File: config.mk
export PLATFORM = sky130hd
export DESIGN_NAME = writeback_stage
export DESIGN_NICKNAME = d
export VERILOG_FILES = /design/src/rtl/writeback_stage.sv
export SDC_FILE = /design/constraint.sdc
export NUM_CORES = 1
export LEC_CHECK = 0
export CORE_MARGIN = 3
export CORE_UTILIZATION = 38
export CTS_BUF_LIST = sky130_fd_sc_hd__clkbuf_4 sky130_fd_sc_hd__clkbuf_8
export DETAILED_ROUTE_END_ITERATION = 6
export GPL_TIMING_DRIVEN = 0
export PLACE_DENSITY = 0.8
export SYNTH_ARGS = -nofsm -noshare
export SYNTH_HDL_FRONTEND = slang
export SYNTH_SLANG_ARGS = --single-unit
export TNS_END_PERCENT = 1
File: constraint.sdc
create_clock -name clk -period 2.3 [get_ports clk]
set_input_delay 0.46 -clock clk [delete_from_list [all_inputs] [get_ports clk]]
set_output_delay 0.46 -clock clk [all_outputs]
set_load 0.02 [all_outputs]
File: src/rtl/writeback_stage.sv
// Writeback stage: retires ALU results in 1 cycle and load data 1 cycle after mem_rvalid.
// ex_ready is low while a load waits for memory, so execute stalls until the response arrives.
module writeback_stage #(
  parameter int XLEN  = 32,
  parameter int CNT_W = 32
) (
  input  logic             clk,
  input  logic             rst_n,
  input  logic             ex_valid,
  output logic             ex_ready,
  input  logic             ex_reg_write,
  input  logic [4:0]       ex_rd_addr,
  input  logic [XLEN-1:0]  ex_result,
  input  logic             ex_is_load,
  input  logic [2:0]       ex_funct3,
  input  logic [1:0]       ex_addr_lo,
  input  logic             mem_rvalid,
  input  logic [XLEN-1:0]  mem_rdata,
  output logic             rf_write,
  output logic [4:0]       rf_rd_addr,
  output logic [XLEN-1:0]  rf_rd,
  output logic             pend_valid,
  output logic [4:0]       pend_rd_addr,
  output logic             mem_err,
  output logic [CNT_W-1:0] retire_count
);

  typedef enum logic {IDLE, LOAD_WAIT} state_t;

  state_t            r_state, w_state_nxt;
  logic              r_rf_write, w_rf_write;
  logic [4:0]        r_rf_rd_addr, w_rf_rd_addr;
  logic [XLEN-1:0]   r_rf_rd, w_rf_rd;
  logic              r_pend_valid, w_pend_valid;
  logic [4:0]        r_pend_rd_addr, w_pend_rd_addr;
  logic              r_mem_err, w_err_set;
  logic [CNT_W-1:0]  r_retire_count;
  logic              w_retire, w_capture;
  logic [4:0]        r_ld_rd;
  logic              r_ld_we;
  logic [2:0]        r_ld_funct3;
  logic [1:0]        r_ld_addr_lo;
  logic [7:0]        w_byte;
  logic [15:0]       w_half;
  logic [XLEN-1:0]   w_load_data;
  logic              w_ex_fire;
  logic              w_f3_illegal;

  assign ex_ready     = (r_state == IDLE);
  assign w_ex_fire    = ex_valid && ex_ready;
  assign w_f3_illegal = (ex_funct3 == 3'b011) || (ex_funct3 == 3'b110) || (ex_funct3 == 3'b111);

  // Half select ignores addr_lo[0]: misaligned halves never reach this stage.
  assign w_byte = mem_rdata[{r_ld_addr_lo, 3'b000} +: 8];
  assign w_half = mem_rdata[{r_ld_addr_lo[1], 4'b0000} +: 16];

  always_comb begin
    w_load_data = mem_rdata;
    case (r_ld_funct3)
      3'b000:  w_load_data = {{(XLEN-8){w_byte[7]}}, w_byte};
      3'b001:  w_load_data = {{(XLEN-16){w_half[15]}}, w_half};
      3'b100:  w_load_data = {{(XLEN-8){1'b0}}, w_byte};
      3'b101:  w_load_data = {{(XLEN-16){1'b0}}, w_half};
      default: w_load_data = mem_rdata;
    endcase
  end

  always_comb begin
    w_state_nxt    = r_state;
    w_rf_write     = 1'b0;
    w_rf_rd_addr   = r_rf_rd_addr;
    w_rf_rd        = r_rf_rd;
    w_pend_valid   = r_pend_valid;
    w_pend_rd_addr = r_pend_rd_addr;
    w_retire       = 1'b0;
    w_capture      = 1'b0;
    w_err_set      = 1'b0;
    case (r_state)
      IDLE: begin
        if (mem_rvalid) w_err_set = 1'b1;
        if (w_ex_fire) begin
          if (ex_is_load) begin
            w_capture      = 1'b1;
            w_pend_valid   = ex_reg_write && (ex_rd_addr != 5'd0);
            w_pend_rd_addr = w_pend_valid ? ex_rd_addr : 5'd0;
            if (w_f3_illegal) w_err_set = 1'b1;
            w_state_nxt    = LOAD_WAIT;
          end else begin
            w_rf_write   = ex_reg_write && (ex_rd_addr != 5'd0);
            w_rf_rd_addr = ex_rd_addr;
            w_rf_rd      = ex_result;
            w_retire     = 1'b1;
          end
        end
      end
      LOAD_WAIT: begin
        if (mem_rvalid) begin
          w_rf_write     = r_ld_we && (r_ld_rd != 5'd0);
          w_rf_rd_addr   = r_ld_rd;
          w_rf_rd        = w_load_data;
          w_retire       = 1'b1;
          w_pend_valid   = 1'b0;
          w_pend_rd_addr = 5'd0;
          w_state_nxt    = IDLE;
        end
      end
      default: w_state_nxt = IDLE;
    endcase
  end

  always_ff @(posedge clk or negedge rst_n) begin
    if (!rst_n) begin
      r_state        <= IDLE;
      r_rf_write     <= 1'b0;
      r_rf_rd_addr   <= 5'd0;
      r_rf_rd        <= '0;
      r_pend_valid   <= 1'b0;
      r_pend_rd_addr <= 5'd0;
      r_mem_err      <= 1'b0;
      r_retire_count <= '0;
      r_ld_rd        <= 5'd0;
      r_ld_we        <= 1'b0;
      r_ld_funct3    <= 3'd0;
      r_ld_addr_lo   <= 2'd0;
    end else begin
      r_state        <= w_state_nxt;
      r_rf_write     <= w_rf_write;
      r_rf_rd_addr   <= w_rf_rd_addr;
      r_rf_rd        <= w_rf_rd;
      r_pend_valid   <= w_pend_valid;
      r_pend_rd_addr <= w_pend_rd_addr;
      if (w_err_set) r_mem_err <= 1'b1;
      if (w_retire)  r_retire_count <= r_retire_count + CNT_W'(1);
      if (w_capture) begin
        r_ld_rd      <= ex_rd_addr;
        r_ld_we      <= ex_reg_write;
        r_ld_funct3  <= ex_funct3;
        r_ld_addr_lo <= ex_addr_lo;
      end
    end
  end

  assign rf_write     = r_rf_write;
  assign rf_rd_addr   = r_rf_rd_addr;
  assign rf_rd        = r_rf_rd;
  assign pend_valid   = r_pend_valid;
  assign pend_rd_addr = r_pend_rd_addr;
  assign mem_err      = r_mem_err;
  assign retire_count = r_retire_count;

endmodule

* Word-level counts from Yosys, hierarchy flattened
Cells that the tools add are included.
** Storage, ports and cells
- Flip-flop bits (word level) :: 89
- Output and inout port bits :: 78
- Logic and storage cells :: 71
- Bits of input ports :: 80
** Cells by class
- Add/sub/neg operators :: 1
- Equal/unequal tests :: 10
- Reduce and logical (&&, ||, !) cells :: 10
- Multiplexer cells :: 35
- Shifts and indexed selects :: 2
- Bitwise gates (word level) :: 1
** Operators by type and width (count)
- 32-bit case mux with 4 select lines :: 1
- 32-bit 2-to-1 mux :: 3
- 32-bit case mux with 2 select lines :: 1
- 5-bit 2-to-1 mux :: 7
- 32-bit by 1-bit adder with 32-bit output (second input constant) :: 1
- 32-bit by 6-bit variable part select with 16-bit output :: 1
- 32-bit by 6-bit variable part select with 8-bit output :: 1
- 5-bit case mux with 2 select lines :: 2
- 1-bit 2-to-1 mux :: 17
- 3-bit equality test (second input constant) :: 4
- 5-bit nonzero test :: 2
- 1-bit case mux with 2 select lines :: 4
- 3-bit AND reduction :: 2
- 2-bit by 1-bit inequality test with 1-bit output (second input constant) :: 2
- 2-bit inequality test (second input constant) :: 2
- 3-bit by 1-bit equality test with 1-bit output (second input constant) :: 1
- 3-bit by 2-bit equality test with 1-bit output (second input constant) :: 1
- 1-bit logical AND :: 3
- 3-bit zero test :: 1
- 1-bit logical OR :: 2
- 1-bit inverter :: 1

* Depth between registers and ports, before layout
Gate-level depths: netlist (run 1).
- Word-level depth :: 7
- Mapped depth :: 8
- Depth with buffers taken out :: 5

* Worst setup path after synthesis (run 1)
No wires, ideal clock.
- Path type :: register to register
- Start point :: reg r_state
- End point :: reg r_retire_count[9] (netlist: retire_count[9])
- Data required time :: 2.170 ns
- Setup time :: 0.130 ns
- Cell stages (with the launch flop) :: 8
- Slack :: 0.280 ns
- Clock period less this slack :: 2.020 ns
- Buffers on the path :: 3
- Arrival :: 1.890 ns
- Cells stage by stage :: dfrtp_1 > buf_6 > or3b_1 > buf_2 > and2_4 > buf_6 > or4_4 > xnor2_2
** On the way
- Longest elaborated chain between the ends :: 4
** RTL lines
- start: declaration :: RTL line 30 : state_t r_state, w_state_nxt;
- start signal: assignment :: RTL line 126 : r_state <= w_state_nxt;
- 1-bit inverter
- 1-bit logical AND :: RTL line 50 : assign w_ex_fire = ex_valid && ex_ready;
- 1-bit 2-to-1 mux :: RTL line 81 : if (w_ex_fire) begin
- 1-bit case mux with 2 select lines (*) :: RTL line 78 : case (r_state)
- end signal: assignment :: RTL line 133 : if (w_retire) r_retire_count <= r_retire_count + CNT_W'(1);
- end: declaration :: RTL line 37 : logic [CNT_W-1:0] r_retire_count;
Mark *: on every way between the ends. The rest lies on a longest branch, timed or not.
A chain may end at the register's enable or synchronous reset.

* Worst setup path after layout (run 1)
- Start point :: reg r_state
- End point :: out ex_ready
** On the way
- Longest elaborated chain between the ends :: 1
** RTL lines
- 1-bit inverter
- end: declaration :: RTL line 10 : output logic ex_ready,
Every way passes these cells.

==> metrics.txt, run 1 <==
f_max=447 MHz; delay-heaviest family, CP=buffers and inverters; share of cells above drive strength 1=0.0779; hold_buf cts=0; slowest CP cell=clkdlybuf4s50_1; Total GRT Usage=0.224; antenna cell count=0; total CTS buffers=9; drt via density=~5.6; Sequential cell area=approximately 0.0022 mm^2; initial antenna violation count=0; Synth cell types=42; min-delay worst type=in -> async; fin crit share=0.972; die span in y=around 120 um; Synth Area per Inst=between 9 and 10 um^2; initial DRC count=336; syn_nets=~560; YS warnings=0; area of the multi-input gates=around 0.0023 mm^2; kind of end point of the critical path=output port; worst r2r path cells=6; Max-Cap Viols=0; Worst-Skew Late Latency=370 ps; Max Fanout on Critical Path=18; routed vias=around 4400; Worst EP required=1840 ps; Post-synth EDFFs=0; gr ovfl total=0; nets=731; post-layout util=0.569; Worst R2R Setup Slack=130 ps; gpl congestion=0.911; area leader, netlist=dfrtp_1; Pre-antenna DRT Iters=5; Filler cells=approximately 1000; Clock Skew=9.94 ps; Placed Area=roughly 0.0064 mm^2; core box area=0.0117 mm^2; CTS Root Cell=clkbuf_8; Pwr Density=788 mW/mm^2; CTS Buffer Depth=2; status=complete, no violations; routed len/inst=19.0 um; Slew HR=0.531; Post-DP HPWL=between 10000 and 15000 um; Clk pin slew, worst setup/hold paths=100 ps; worst-path cell chain=buf_6 > clkinv_2 > clkdlybuf4s50_1; maximum VDD drop=roughly 0.43 mV; Rows=39; Synth Flop Type=dfrtp_1; chip width=117 um; Worst Tran Pin Value=704 ps; CP Class=reg -> out; CTS sink count=89; post-route cell area=0.00667 mm^2; Leak=2.75 nW; Max Slew Vio Count=0; Initial Utilization=0.398; Final setup viols=0; RSZ-0062 raised after global routing=yes; Post-Syn Instances=slightly below 500; H-tree levels=3; fin crit period=2240 ps; # IOs=158; CTS tree=built; FF-to-FF Start=r_ld_addr_lo[0]; drc violations=0; largest net degree at the start of global routing=62; sequential fraction of the synthesis area=0.478; Worst path max stage delay=670 ps; global-route wire length before repair=23700 um; WP data arrival=approximately 1800 ps; Crit path buffers/inverters=3; area share of the largest cell type after synthesis=0.478; synthesized flop and latch total=89; Setup Fix Bufs, Post-CTS=0; Final Hold Violating Endpoints=0; routed wire length=15200 um; IO buf count=157; Pwr Total=5.25 mW; ys async rst share=1.00; vias in the first global route=4456; synthesized area=0.00466 mm^2; Critical Path Start Type=flip-flop; Total Die Area=0.0136 mm^2; Synth area leaders=dfrtp_1 (48%), o21ai_0 (7.5%), xnor2_1 (4.7%), nand2_1 (4.5%), mux2i_1 (4.3%); post-route ant nets=0; Worst R2R End=rf_rd[19]; Area Overhead vs Synth=43.0%
==> power breakdown <==
part	total [mW]	internal [mW]	switching [mW]
registers	2.08	1.85	0.231
logic	2.02	0.932	1.09
clock network	1.15	0.532	0.618
total	5.25	3.32	1.94
==> flip-flops by register name, indices dropped and copies added (netlist names) <==
| name | cells |
|---|---|
| mem_err | 1 |
| pend_valid | 1 |
| retire_count | 32 |
| rf_rd | 32 |
| r_ld_we | 1 |
| pend_rd_addr | 5 |
| r_ld_funct3 | 3 |
| r_ld_addr_lo | 2 |
| rf_write | 1 |
| r_state | 1 |
| r_ld_rd | 5 |
| rf_rd_addr | 5 |
==> cells by family (layout without fill, tap and decap cells) <==
group,Yosys count,count (layout),share of synthesized area
multiplexers,35,35,0.0816
AO/OA/AOI/OAI,124,124,0.157
XOR/XNOR,31,31,0.0598
AND/OR/NAND/NOR,163,163,0.186
flip-flops,89,89,0.478
adder cells (fa/ha/maj),1,1,0.00268
buffers and inverters,39,212,0.0360
==> metrics by stage <==
stage | hold WS (ps) | setup TNS [ps] | setup WS (ps) | instances
finish | 0.663 | 0 | 64.4 | 798
global route | 21.0 | -282 | -112 | 798
CTS | 14.9 | 0 | 4.35 | 798
detailed placement | 413 | -9320 | -313 | 783
global placement | 464 | -216740 | -2380 | 782
floorplan | 164 | 0 | 280 | 482
==> placed cells by master, fill, tap and decap left out, types with 2 or more instances in the layout <==
cell type        synthesis  final
o21ai_0                 70     70
nor3_1                   5      5
o221ai_1                 7      7
xor2_1                   5      5
nand2b_1                 3      3
clkbuf_2                 0      2
nand3b_1                 8      8
a21oi_1                 25     24
inv_1                    3      3
buf_2                    5      5
dfrtp_1                 89     89
xnor2_1                 25     25
nor4_1                   3      3
clkinv_4                 0      3
nand2_1                 56     56
clkbuf_1                28     25
clkdlybuf4s50_1          0    156
nand3_1                 17     17
nor2b_1                 13     13
clkbuf_8                 0      9
mux2i_1                 20     19
mux2_2                  14     14
and3b_1                  7      7
buf_6                    2      2
nand4_1                 16     16
nor2_1                  15     15
and3_1                  11     11
a221oi_1                16     16
or4_1                    2      2
==> metal layers <==
metal / track usage / share of wire / vias to the layer above
met5: 0 / 0 / -
met4: 0.0757 / 0.028 / 0
met3: 0.0463 / 0.060 / 33
met2: 0.363 / 0.48 / 173
met1: 0.300 / 0.44 / 2157
li1: - / - / 2075
==> timing repair <==
action | in CTS | in global routing
gates cloned | 0 | 0
gates resized for setup | 1 | 8
endpoints found under the setup margin | 1 | 37
==> cell usage after synthesis (2+ instances only) <==
cell type  count
or4_1          2
mux2i_1       20
xnor2_1       25
and3_1        11
o21ai_0       70
nor2_1        15
and3b_1        7
nand4_1       16
nor3_1         5
nand3b_1       8
inv_1          3
buf_6          2
a21oi_1       25
mux2_2        14
nor4_1         3
nand2b_1       3
nand2_1       56
o221ai_1       7
xor2_1         5
nand3_1       17
dfrtp_1       89
clkbuf_1      28
nor2b_1       13
a221oi_1      16
buf_2          5
==> worst max-delay path by stage <==
stage                    start          endpoint  slack, ps  cells past startpoint
2_1_floorplan          r_state   retire_count[9]        280                      7
3_3_place_gp             rst_n   r_ld_addr_lo[1]      -2380                      1
3_5_place_dp          ex_valid  retire_count[24]       -310                      6
4_1_cts               ex_valid  retire_count[24]          4                      6
5_1_grt        r_ld_addr_lo[0]         rf_rd[19]       -110                      6
6_report               r_state          ex_ready         60                      3
==> layout make-up <==
class | count | share of cell area
sequential | 89 | 0.334
timing repair buffer | 158 | 0.239
clock buffer | 10 | 0.0197
buffer | 34 | 0.0227
inverter | 4 | 0.00244
clock inverter | 6 | 0.0114
multi-input combinational | 354 | 0.343
tap | 143 | 0.0268
(Power assumes the default switching activity.)
==> run 2, diff against run 1 <==
PLACE_DENSITY = 0.73   (was 0.8)
==> run 2 against run 1 <==
Maximum frequency up 2.7%. Clock skew grew 2.6 ps. Sequential share of layout area is 0.19 points higher. Final area decreased by 0.56%. Die area unchanged. Clock power is 13% lower. Cell count did not move. Clock-buffer cell count fell by 1. Power shrank 3.0%. Register-to-register slack better by 20 ps. Non-clock buffer count unchanged. Highest routed layer unchanged.
==> metrics.txt, run 2 (synthesis results as in run 1) <==
total CTS buffers=9; routed vias=4408; Pwr Total=5.09 mW; Rows=39; H-tree levels=3; Area Overhead vs Synth=42.2%; CTS tree=built; Total GRT Usage=0.223; share of cells above drive strength 1=0.0748; Leak=approximately 2.7 nW; Worst-Skew Late Latency=360 ps; CP Class=reg -> out; fin cells=798; gr ovfl total=0; IO buf count=roughly 160; f_max=459 MHz; maximum VDD drop=around 0.5 mV; antenna cell count=0; min-delay worst type=in -> async; vias in the first global route=4431; CTS Buffer Depth=2; Worst Tran Pin Value=~640 ps; drt via density=5.52; hold_ws=12.1 ps; routed wire length=14900 um; DP Worst Slack=-280 ps; Max Fanout on Critical Path=10; routed len/inst=18.7 um; initial DRC count=approximately 230; largest net degree at the start of global routing=63; Max-Cap Viols=0; post-layout util=0.566; slowest CP cell=dlygate4sd2_1; WP data arrival=1720 ps; kind of end point of the critical path=output port; Clk pin slew, worst setup/hold paths=90 ps; Worst R2R End=rf_rd[23]; Pwr Density=769 mW/mm^2; Worst R2R Setup Slack=150 ps; status=complete, no violations; chip width=117 um; Clock Skew=12.6 ps; Slew HR=0.571; global-route wire length before repair=23700 um; Max Slew Vio Count=0; fin crit period=between 2000 and 2500 ps; worst r2r path cells=6; RSZ-0062 raised after global routing=yes; Crit path buffers/inverters=4; worst-path cell chain=buf_6 > clkinv_1 > clkbuf_2 > dlygate4sd2_1; CTS Root Cell=clkbuf_8; # IOs=158; Worst EP required=1840 ps; initial antenna violation count=0; Placed Area=0.00644 mm^2; drc violations=0; Final setup viols=0; core box area=0.0117 mm^2; CTS sink count=between 80 and 90; Pre-antenna DRT Iters=4; most common cell after layout, fill and taps aside=clkdlybuf4s50_1; most frequent cells in the layout=clkdlybuf4s50_1 (155), dfrtp_1 (89), o21ai_0 (70), nand2_1 (56); Critical Path Start Type=flip-flop; post-route ant nets=0; fin crit share=0.947; Final Hold Violating Endpoints=0; die span in y=117 um; Post-DP HPWL=between 10000 and 15000 um; Total Die Area=0.0136 mm^2; hold_buf cts=0; final worst slack=roughly 120 ps; delay-heaviest family, CP=buffers and inverters; FF-to-FF Start=r_ld_addr_lo[0]; placed insts=783; gpl congestion=0.914; post-route cell area=roughly 0.0066 mm^2; TNS Setup=0 ps; Initial Utilization=0.398; nets=731; Worst path max stage delay=360 ps; Setup Fix Bufs, Post-CTS=0
## run 2: cell types whose count changed in the layout (fill, tap and decap cells not counted), sizes merged
cell | previous run | this run
clkdlybuf4s50 | 156 | 155
clkbuf | 37 | 36
clkinvlp | 0 | 1
clkinv | 4 | 5
dlygate4sd2 | 0 | 1
bufinv | 1 | 0
## run 2: final cells by class
type / instances / area, um^2
Fill cell: 1049 / 5080
Multi-Input combinational cell: 354 / 2280
Sequential cell: 89 / 2230
Timing Repair Buffer: 158 / 1600
Tap cell: 143 / 179
Buffer: 34 / 151
Clock buffer: 9 / 124
Clock inverter: 7 / 52.6
Inverter: 4 / 15.0
## run 2: worst max-delay path by stage
stage | start | endpoint | depth (start not counted)
floorplan | r_state | retire_count[9] | 7
global placement | rst_n | rf_rd[9] | 1
detailed placement | ex_valid | retire_count[22] | 6
CTS | r_ld_addr_lo[0] | rf_rd[23] | 6
global route | r_ld_addr_lo[0] | rf_rd[23] | 6
finish | r_state | ex_ready | 4
## run 2: routing by layer
layer  up-vias  part of all wire  global-route usage  routed length, um
met1      2151              0.46               0.313               6800
met5         -                 0                   0                  0
met4         0             0.018              0.0696                266
met2       160              0.46               0.348               6900
met3        18             0.063              0.0447                944
li1       2079                 -                   -                  -
## run 2: report_power, final
part / total (mW) / switching, mW / internal, mW
logic: 2.01 / 1.08 / 0.929
registers: 2.09 / 0.234 / 1.85
clock network: 1.00 / 0.600 / 0.400
## run 2: what timing repair did
item | in CTS | in global routing
pin swaps | 0 | 0
hold endpoints to repair | 0 | 0
gates resized for setup | 2 | 5
setup endpoints to repair | 1 | 32
gates cloned | 0 | 0
==> run 3, diff against run 2 <==
--- a/constraint.sdc
+++ b/constraint.sdc
@@ -3,2 +3,2 @@
 set_output_delay 0.46 -clock clk [all_outputs]
-set_load 0.02 [all_outputs]
+set_load 0.005 [all_outputs]
==> run 3 against run 2 <==
Non-clock buffer count did not move. Largest cell class unchanged. Critical endpoint unchanged. Clock power barely moved. Sequential cell count did not move. Clock skew barely moved. Clock-buffer cell count did not move. Register-to-register slack barely moved. Via count fell by 0.50%. Worst setup slack got worse by 30 ps. Wire length rose by 0.22%. First-iteration DRC count rose by 2.7%.
==> metrics.txt, run 3 (synthesis results as in run 1) <==
Final Hold Violating Endpoints=0; Max Fanout on Critical Path=10; vias in the first global route=4431; fin crit share=0.960; antenna cell count=0; nets=731; total CTS buffers=9; most common cell after layout, fill and taps aside=clkdlybuf4s50_1; share of cells above drive strength 1=0.0763; IO buf count=between 150 and 200; drc violations=0; chip width=117 um; fin crit period=2210 ps; Reg power frac=0.434; delay-heaviest family, CP=buffers and inverters; slowest CP cell=clkdlybuf4s50_1; Area Overhead vs Synth=42.3%; initial DRC count=~230; Clk pin slew, worst setup/hold paths=90 ps; post-layout util=0.567; Worst R2R End=rf_rd[23]; Slew HR=0.569; Max Slew Vio Count=0; most frequent cells in the layout=clkdlybuf4s50_1 (156), dfrtp_1 (89), o21ai_0 (70), nand2_1 (56); drt via density=around 5.5; Rows=39; gpl congestion=0.914; initial antenna violation count=0; Total GRT Usage=0.223; GR Util met3=0.0447; Int Pwr=3.18 mW; Critical Path Start Type=flip-flop; GRT met2 Usage=0.348; final worst slack=roughly 92 ps; fin cells=798; kind of end point of the critical path=output port; CTS Buffer Depth=2; Clock power frac=0.208; CP Class=reg -> out; Clock Skew=12.3 ps; global-route wire length before repair=between 20000 and 25000 um; Setup Fix Bufs, Post-CTS=0; Leak=2.73 nW; core box area=0.0117 mm^2; Total Die Area=0.0136 mm^2; CP Depth=4; Pre-antenna DRT Iters=5; largest net degree at the start of global routing=63; min-delay worst type=in -> async; most used routing layer in global routing=met2; status=complete, no violations; Crit path buffers/inverters=4; H-tree levels=3; FF-to-FF Start=r_ld_addr_lo[0]; worst r2r path cells=6; WP data arrival=1750 ps; worst-path cell chain=buf_6 > clkinvlp_4 > buf_4 > clkdlybuf4s50_1; f_max=453 MHz; Net Sw Power=~1.6 mW; Max-Cap Viols=0; RSZ-0062 raised after global routing=yes; Worst Tran Pin Value=646 ps; routed wire length=14900 um; Final setup viols=0; die span in y=117 um; Worst R2R Setup Slack=around 140 ps; Post-DP HPWL=11500 um; Worst path max stage delay=510 ps; gr ovfl total=0; placed insts=783; DP Worst Slack=-280 ps; maximum VDD drop=0.450 mV; Initial Utilization=0.398; routed vias=4386; CTS tree=built; Worst-Skew Late Latency=360 ps; # IOs=about 160; Pwr Density=724 mW/mm^2; Worst EP required=1840 ps; met1 Track Usage GR=0.313; routed len/inst=18.7 um; CTS sink count=89; CTS Root Cell=clkbuf_8; post-route ant nets=0; Sw Share=0.338; Comb pwr share=0.357
[run 3: metal layers]
metal,share of wire,wire length [um]
met5,0,0
met1,0.45,6750
met4,0.016,238
met3,0.070,1050
met2,0.46,6900
[run 3: how the worst max path moves through the flow]
stage / slack (ps) / endpoint / from
2_1_floorplan: 290 / retire_count[9] / r_state
3_5_place_dp: -280 / retire_count[22] / ex_valid
5_1_grt: -9 / rf_rd[23] / r_ld_addr_lo[0]
4_1_cts: 30 / ex_ready / r_state
3_3_place_gp: -2410 / rf_rd[9] / rst_n
6_report: 90 / ex_ready / r_state
[run 3: layout make-up]
cell class | count | area (um^2)
repair buffers | 158 | 1600
clock buffers | 9 | 124
multi-input cells | 354 | 2280
well taps | 143 | 179
fillers | 1050 | 5070
inverters | 4 | 18.8
flip-flops and latches | 89 | 2230
clock inverters | 7 | 52.6
plain buffers | 34 | 154
[run 3: metrics by stage]
step                instance area [um^2]  hold slack [ps]  total power [mW]  setup TNS, ps
floorplan                           4660              164              2.84              0
global placement                    6410              465              3.78        -220220
detailed placement                  6440              406              3.82          -8000
CTS                                 6620             4.54              4.83              0
global route                        6640             17.3              5.12          -9.23
finish                              6640             8.30              4.81              0
[run 3: timing repair]
item,in CTS,in global routing
setup endpoints to repair,1,33
gates resized for setup,2,7
hold buffers,0,0
[run 3: worst reg2reg max path: stages, from the launching register on]
cell      delay [ps]
dfrtp_1          390
clkbuf_1         250
nor2_1           210
mux2i_2          460
clkbuf_1         370
a221oi_1         160
o21ai_0          220
[run 3: power by group through the flow]
stage	combinational [mW]	sequential (mW)	clock, mW
6_report	1.72	2.09	1.00
5_1_grt	1.89	2.12	1.11
4_1_cts	1.72	2.09	1.02
3_5_place_dp	1.71	2.11	0
3_3_place_gp	1.67	2.10	0
2_1_floorplan	0.747	2.09	0
